File: config.mk
export PLATFORM = sky130hd
export DESIGN_NAME = rv32_alu_flat
export DESIGN_NICKNAME = d
export VERILOG_FILES = /design/src/rtl/rv32_alu_if.sv /design/src/rtl/rv32_alu.sv /design/src/flat_wrapper.sv
export SDC_FILE = /design/constraint.sdc
export NUM_CORES = 2
export LEC_CHECK = 0
export CORE_AREA = 4 4 309 311
export CTS_CLUSTER_DIAMETER = 100
export DETAILED_ROUTE_END_ITERATION = 10
export DIE_AREA = 0 0 313 315
export GPL_ROUTABILITY_DRIVEN = 1
export MAX_ROUTING_LAYER = met4
export PLACE_DENSITY = 0.81
export SYNTH_ARGS = -nofsm -noshare
export SYNTH_HDL_FRONTEND = slang
export SYNTH_SLANG_ARGS = --single-unit
File: constraint.sdc
create_clock -name clk -period 8.1 [get_ports clk]
set_input_delay 1.215 -clock clk [delete_from_list [all_inputs] [get_ports clk]]
set_output_delay 1.215 -clock clk [all_outputs]
set_load 0.005 [all_outputs]
File: src/rtl/rv32_alu_if.sv
// Execute-stage ALU request/response bundle: operands, function fields, start pulse, result.
interface rv32_alu_if;
  logic [31:0] in1;
  logic [31:0] in2;
  logic        is_imm;
  logic [2:0]  funct3;
  logic [6:0]  funct7;
  logic        ready;
  logic [31:0] out;
  logic        done;

  modport master (
    output in1, in2, is_imm, funct3, funct7, ready,
    input  out, done
  );

  modport slave (
    input  in1, in2, is_imm, funct3, funct7, ready,
    output out, done
  );
endinterface

File: src/rtl/rv32_alu.sv
// RV32I/M integer ALU: single-cycle base ops, two-cycle multiply,
// 34-cycle radix-2 restoring divide, start-pulse/done handshake.
module rv32_alu #(
  parameter bit ENABLE_M = 1'b1
) (
  input  logic        clk,
  input  logic        rst,
  rv32_alu_if.slave   bus
);

  localparam int unsigned XLEN = 32;
  localparam int unsigned PW   = 2 * XLEN;
  localparam int unsigned CW   = 5;

  typedef enum logic [1:0] {
    ST_IDLE,
    ST_MUL,
    ST_DIV,
    ST_FIX
  } state_e;

  state_e            state_q, state_d;
  logic [XLEN-1:0]   out_q, out_d;
  logic              done_q, done_d;
  logic [PW-1:0]     prod_q, prod_d;
  logic              mul_hi_q, mul_hi_d;
  logic [XLEN-1:0]   quo_q, quo_d;
  logic [XLEN-1:0]   rem_q, rem_d;
  logic [XLEN-1:0]   dvs_q, dvs_d;
  logic [CW-1:0]     cnt_q, cnt_d;
  logic              neg_quo_q, neg_quo_d;
  logic              neg_rem_q, neg_rem_d;
  logic              sel_rem_q, sel_rem_d;

  // Decode of the request presented on the bus this cycle
  logic              is_m;
  logic              alt;
  logic [CW-1:0]     shamt;
  logic [XLEN-1:0]   base_res;
  logic              mul_a_sgn, mul_b_sgn;
  logic [PW-1:0]     mul_a, mul_b, mul_prod;
  logic              div_sgn, div_rem, div_zero, div_ovf;
  logic [XLEN-1:0]   abs_a, abs_b;

  // Divider step: shift in next dividend bit, subtract divisor if it fits
  logic [XLEN:0]     rem_t;
  logic              div_ge;

  assign is_m  = ENABLE_M && !bus.is_imm && (bus.funct7 == 7'b0000001);
  assign alt   = bus.funct7[5];
  assign shamt = bus.in2[CW-1:0];

  // Base RV32I result, computed straight from the live operands
  always_comb begin
    base_res = '0;
    unique case (bus.funct3)
      3'b000:  base_res = (!bus.is_imm && alt) ? bus.in1 - bus.in2 : bus.in1 + bus.in2;
      3'b001:  base_res = bus.in1 << shamt;
      3'b010:  base_res = {{(XLEN-1){1'b0}}, ($signed(bus.in1) < $signed(bus.in2))};
      3'b011:  base_res = {{(XLEN-1){1'b0}}, (bus.in1 < bus.in2)};
      3'b100:  base_res = bus.in1 ^ bus.in2;
      3'b101:  base_res = alt ? $unsigned($signed(bus.in1) >>> shamt) : bus.in1 >> shamt;
      3'b110:  base_res = bus.in1 | bus.in2;
      default: base_res = bus.in1 & bus.in2;
    endcase
  end

  // Multiply operands sign- or zero-extended to 64 bits; low 64 bits of product are exact
  always_comb begin
    mul_a_sgn = (bus.funct3 == 3'b001) || (bus.funct3 == 3'b010);
    mul_b_sgn = (bus.funct3 == 3'b001);
    mul_a     = {{XLEN{mul_a_sgn & bus.in1[XLEN-1]}}, bus.in1};
    mul_b     = {{XLEN{mul_b_sgn & bus.in2[XLEN-1]}}, bus.in2};
    mul_prod  = PW'(mul_a * mul_b);
  end

  // Divide classification and operand magnitudes
  always_comb begin
    div_sgn  = !bus.funct3[0];
    div_rem  = bus.funct3[1];
    div_zero = (bus.in2 == '0);
    div_ovf  = div_sgn && (bus.in1 == {1'b1, {(XLEN-1){1'b0}}}) && (bus.in2 == '1);
    abs_a    = (div_sgn && bus.in1[XLEN-1]) ? XLEN'(-bus.in1) : bus.in1;
    abs_b    = (div_sgn && bus.in2[XLEN-1]) ? XLEN'(-bus.in2) : bus.in2;
  end

  assign rem_t  = {rem_q, quo_q[XLEN-1]};
  assign div_ge = (rem_t >= {1'b0, dvs_q});

  // Next-state and next-output logic; a ready pulse always wins and restarts
  always_comb begin
    state_d   = state_q;
    out_d     = out_q;
    done_d    = done_q;
    prod_d    = prod_q;
    mul_hi_d  = mul_hi_q;
    quo_d     = quo_q;
    rem_d     = rem_q;
    dvs_d     = dvs_q;
    cnt_d     = cnt_q;
    neg_quo_d = neg_quo_q;
    neg_rem_d = neg_rem_q;
    sel_rem_d = sel_rem_q;

    if (bus.ready) begin
      done_d  = 1'b0;
      state_d = ST_IDLE;
      if (!is_m) begin
        out_d  = base_res;
        done_d = 1'b1;
      end else if (!bus.funct3[2]) begin
        prod_d   = mul_prod;
        mul_hi_d = (bus.funct3 != 3'b000);
        state_d  = ST_MUL;
      end else if (div_zero) begin
        out_d  = div_rem ? bus.in1 : '1;
        done_d = 1'b1;
      end else if (div_ovf) begin
        out_d  = div_rem ? '0 : {1'b1, {(XLEN-1){1'b0}}};
        done_d = 1'b1;
      end else begin
        quo_d     = abs_a;
        rem_d     = '0;
        dvs_d     = abs_b;
        cnt_d     = '0;
        neg_quo_d = div_sgn && (bus.in1[XLEN-1] ^ bus.in2[XLEN-1]);
        neg_rem_d = div_sgn && bus.in1[XLEN-1];
        sel_rem_d = div_rem;
        state_d   = ST_DIV;
      end
    end else begin
      unique case (state_q)
        ST_MUL: begin
          out_d   = mul_hi_q ? prod_q[PW-1:XLEN] : prod_q[XLEN-1:0];
          done_d  = 1'b1;
          state_d = ST_IDLE;
        end
        ST_DIV: begin
          rem_d = div_ge ? XLEN'(rem_t - {1'b0, dvs_q}) : rem_t[XLEN-1:0];
          quo_d = {quo_q[XLEN-2:0], div_ge};
          cnt_d = CW'(cnt_q + CW'(1));
          if (cnt_q == '1) state_d = ST_FIX;
        end
        ST_FIX: begin
          if (sel_rem_q) out_d = neg_rem_q ? XLEN'(-rem_q) : rem_q;
          else           out_d = neg_quo_q ? XLEN'(-quo_q) : quo_q;
          done_d  = 1'b1;
          state_d = ST_IDLE;
        end
        default: ;
      endcase
    end
  end

  // State and result registers; reset aborts any operation in flight
  always_ff @(posedge clk or negedge rst) begin
    if (!rst) begin
      state_q   <= ST_IDLE;
      out_q     <= '0;
      done_q    <= 1'b0;
      prod_q    <= '0;
      mul_hi_q  <= 1'b0;
      quo_q     <= '0;
      rem_q     <= '0;
      dvs_q     <= '0;
      cnt_q     <= '0;
      neg_quo_q <= 1'b0;
      neg_rem_q <= 1'b0;
      sel_rem_q <= 1'b0;
    end else begin
      state_q   <= state_d;
      out_q     <= out_d;
      done_q    <= done_d;
      prod_q    <= prod_d;
      mul_hi_q  <= mul_hi_d;
      quo_q     <= quo_d;
      rem_q     <= rem_d;
      dvs_q     <= dvs_d;
      cnt_q     <= cnt_d;
      neg_quo_q <= neg_quo_d;
      neg_rem_q <= neg_rem_d;
      sel_rem_q <= sel_rem_d;
    end
  end

  // done is masked by a new start so a stale result is never reported
  assign bus.out  = out_q;
  assign bus.done = done_q & ~bus.ready;

endmodule

File: src/flat_wrapper.sv
// flat-port wrapper written by rule: the top's interface ports become plain ports
module rv32_alu_flat 
#(
  parameter bit ENABLE_M = 1'b1
)
  (clk, rst, bus_in1, bus_in2, bus_is_imm, bus_funct3, bus_funct7, bus_ready, bus_out, bus_done);
  rv32_alu_if bus_i ();
  input  logic clk;
  input  logic rst;
  input wire logic [$bits(bus_i.in1)-1:0] bus_in1;
  input wire logic [$bits(bus_i.in2)-1:0] bus_in2;
  input wire logic [$bits(bus_i.is_imm)-1:0] bus_is_imm;
  input wire logic [$bits(bus_i.funct3)-1:0] bus_funct3;
  input wire logic [$bits(bus_i.funct7)-1:0] bus_funct7;
  input wire logic [$bits(bus_i.ready)-1:0] bus_ready;
  output wire logic [$bits(bus_i.out)-1:0] bus_out;
  output wire logic [$bits(bus_i.done)-1:0] bus_done;
  assign bus_i.in1 = bus_in1;
  assign bus_i.in2 = bus_in2;
  assign bus_i.is_imm = bus_is_imm;
  assign bus_i.funct3 = bus_funct3;
  assign bus_i.funct7 = bus_funct7;
  assign bus_i.ready = bus_ready;
  assign bus_out = bus_i.out;
  assign bus_done = bus_i.done;
  rv32_alu #(.ENABLE_M(ENABLE_M)) u_core (.clk(clk), .rst(rst), .bus(bus_i));
endmodule
==> run_results.csv <==
group,metric,value,unit
grt,overflow,0,
yosys,ys_types,97,
yosys,yosys.area_share.simple,0.143,
min_path,hold_depth,1,
floorplan,initial_core_util,0.634,
route,firstDrtPassIters,11,
timing,holdWs,469,ps
worst_setup_path,crit_slowest_cell,"fa_1",
route,drtIter0Drc,9815,
clocking,clock-sinks,204,
yosys,ys_seq_area_frac,0.0867,
route,wl,289,mm
grt,grt_max_degree,92,
cells_and_area,nNetsFinal,9347,
timing,slew_violations,4,
yosys,syn_area_per_cell,8.28,um2
yosys,synth_top_cell_by_area,"fa_1",
yosys,synth_edf_count,0,
timing,rsz0062_at_grt,"yes",
route,ant_nets,0,
worst_setup_path,rrSetupSlack,3540,ps
worst_setup_path,r2r_cells,13,
status,failed_checks,"design-rule violations, max-capacitance violations, max-slew violations, negative setup slack",
worst_setup_path,critPathTopFamily,"adder cells",
grt,antenna_found_initial,30,
worst_setup_path,start_kind,"input port",
yosys,netlist_instances,7108,
place,gpl.final_weighted_congestion,1.21,
worst_setup_path,slowest_delay,860,ps
timing,relSlewSlack,-0.0269,
place,io_buffers,110,
cells_and_area,area.growth.synth_to_final,21.9,%
clocking,ctsHtreeMaxLevel,1,
worst_setup_path,cpMostUsedCell,"fa_1",
timing,max_freq,0.113,GHz
min_path,holdPathEnd,"u_core.done_q",
min_path,hold_class,"flip-flop to flip-flop",
clocking,clock_latency,650,ps
yosys,synthesis.nets,8662,
min_path,worstHoldStart,"u_core.done_q",
clocking,path_clk_slew,60,ps
clocking,cts_tree,"yes",
worst_setup_path,reg2reg_from,"u_core.rem_q[0]",
worst_setup_path,crit_fanout,10,
route,drt-vias-per-instance,6.76,
yosys,yosys_warnings,0,
grt,grt_pass1_wl,401,mm
route,avgRoutedWirePerCell,31.8,um
worst_setup_path,r2r-end,"u_core.rem_q[5]",
timing,fin_skew,25.9,ps
timing,timing.final.ws_setup,-712,ps
cells_and_area,drive_gt1_frac,0.201,
yosys,ys.flop_type,"dfrtp_1",
place,dpl.hpwl,214,mm
timing,finalHoldViolations,0,
yosys,netlist_top_cells_area,"fa_1, dfrtp_1, inv_1",
yosys,synth_compound_area_frac,0.130,
grt,grt_pass1_vias,61700,
yosys,synth.mux.area_fraction,0.0308,
clocking,clk_path_buf_depth,3,
yosys,syn-cell-area,58900,um2
floorplan,core_area,92800,um2
timing,finalSetupViolCount,33,
worst_setup_path,crit_arrival,9370,ps
yosys,yosysMostFrequentCell,"inv_1",
floorplan,die_h,315,um
cells_and_area,fillerInstances,5966,
yosys,synth_async_sr_flop_share,1.00,
yosys,synth_top_family_by_area,"adder cells",
clocking,cts-buffers-inserted,29,
floorplan,rows,112,
place,post_dp_cell_area,67300,um2
timing,min_period,8810,ps
yosys,synth-xor-area-share,0.0360,
floorplan,die_width,313,um
flow_run,cap_violations,1,
clocking,root_buffer,"clkbuf_16",
route,num_vias,61600,
yosys,synth_fa_ha_area_frac,0.458,
timing,finalCritPeriodShare,1.09,
yosys,synth.top_cell.area_share,0.384,
route,drc,2,
yosys,synthTopCellsByCount,"inv_1, fa_1, nand2_1, nor2_1, o21ai_0",
clocking,ctsHoldBuffers,0,
worst_setup_path,crit_path_end_kind,"flip-flop",
worst_setup_path,crit_type,"input port to flip-flop",
timing,fin_setup_tns,-13370,ps
worst_setup_path,worstPathRequired,8650,ps
worst_setup_path,worst-path-buf-inv,9,
yosys,yosys_register_bits,204,
floorplan,ioPinCount,111,
floorplan,design.die.area,98600,um2
cells_and_area,stdcell_area,71800,um2
status,status,"finished, violations left",
timing,tightest_slew,1530,ps
grt,track_usage,0.579,
cell families after synthesis:
logic type                 count (synthesis)
AOI/OAI and AO/OA                       1219
DFF                                      204
xor gates and xnor gates                 242
and+or+nand+nor                         2042
buffers and inverters                   1797
adders and majority gates               1476
muxes                                    128
final cells by class:
| type | count | area [um2] | area share |
|---|---|---|---|
| multi-input cells | 5108 | 48500 | 0.676 |
| repair buffers | 1122 | 10400 | 0.144 |
| inverters | 1328 | 5110 | 0.0713 |
| flip-flops and latches | 204 | 5110 | 0.0712 |
| well taps | 1254 | 1570 | 0.0219 |
| clock buffers | 39 | 813 | 0.0113 |
| clock inverters | 14 | 178 | 0.00248 |
| diodes | 39 | 97.6 | 0.00136 |
sequential cells by signal (all words and copies together) (netlist names):
signal,count
u_core.cnt_q,5
u_core.bus.out,32
u_core.mul_hi_q,1
u_core.prod_q,64
u_core.state_q,2
u_core.sel_rem_q,1
u_core.neg_quo_q,1
u_core.done_q,1
u_core.quo_q,32
u_core.dvs_q,32
u_core.rem_q,32
u_core.neg_rem_q,1
cells in the final DEF, fill, tap and decap left out, types with 70 or more instances in the layout:
master | Yosys | layout
inv_1 | 1313 | 1226
fa_1 | 1128 | 1070
nand2_1 | 1004 | 971
buf_4 | 4 | 832
nor2_1 | 712 | 671
o21ai_0 | 380 | 348
ha_1 | 348 | 299
a21oi_1 | 325 | 295
dfrtp_1 | 204 | 202
xnor2_1 | 169 | 165
buf_12 | 0 | 100
mux2i_1 | 79 | 79
buf_6 | 5 | 77
xor2_1 | 73 | 70
how the worst max path moves through the flow:
stage	from	end	depth (start not counted)
3_5_place_dp	bus_funct3[1]	u_core.prod_q[54]	35
4_1_cts	bus_funct3[1]	u_core.prod_q[60]	35
3_3_place_gp	bus_funct3[1]	u_core.prod_q[54]	30
5_1_grt	bus_in1[11]	u_core.prod_q[46]	30
6_report	bus_in1[11]	u_core.prod_q[46]	30
2_1_floorplan	bus_in2[1]	u_core.prod_q[61]	33
worst reg2reg max path: stages, from the launching register on:
cell,delay (ps)
dfrtp_1,480
ha_1,400
nor2b_1,160
o21ai_0,250
a21oi_1,200
o21a_1,270
a32oi_1,590
o21ai_0,330
o41ai_2,410
o221a_2,320
buf_4,510
and3b_1,310
a21oi_1,120
o21ai_0,90
stage by stage:
stage / cells / worst slack (ps) / utilization
2_1_floorplan: 7108 / -484 / -
3_3_place_gp: 8848 / -1190 / 0.725
3_5_place_dp: 8848 / -1390 / 0.725
4_1_cts: 9019 / -139 / 0.760
5_1_grt: 9098 / -867 / 0.773
6_report: 9108 / -712 / 0.774
per-layer routing:
metal,vias up,share of wire,GRT usage
met3,2541,0.16,0.251
li1,23700,-,-
met2,5915,0.40,0.796
met5,-,0,-
met1,29400,0.30,0.625
met4,0,0.14,0.541
what timing repair did:
action,4_1_cts,5_1_grt
gates resized for setup,369,243
pin swaps,208,132
endpoints found under the setup margin,34,35
endpoints found under the hold margin,0,0
setup buffers,112,52
cloned,8,0
Power is left out: the tool's default activity adds up to more than one toggle a clock period on the data nets, which glitch-free logic cannot reach.
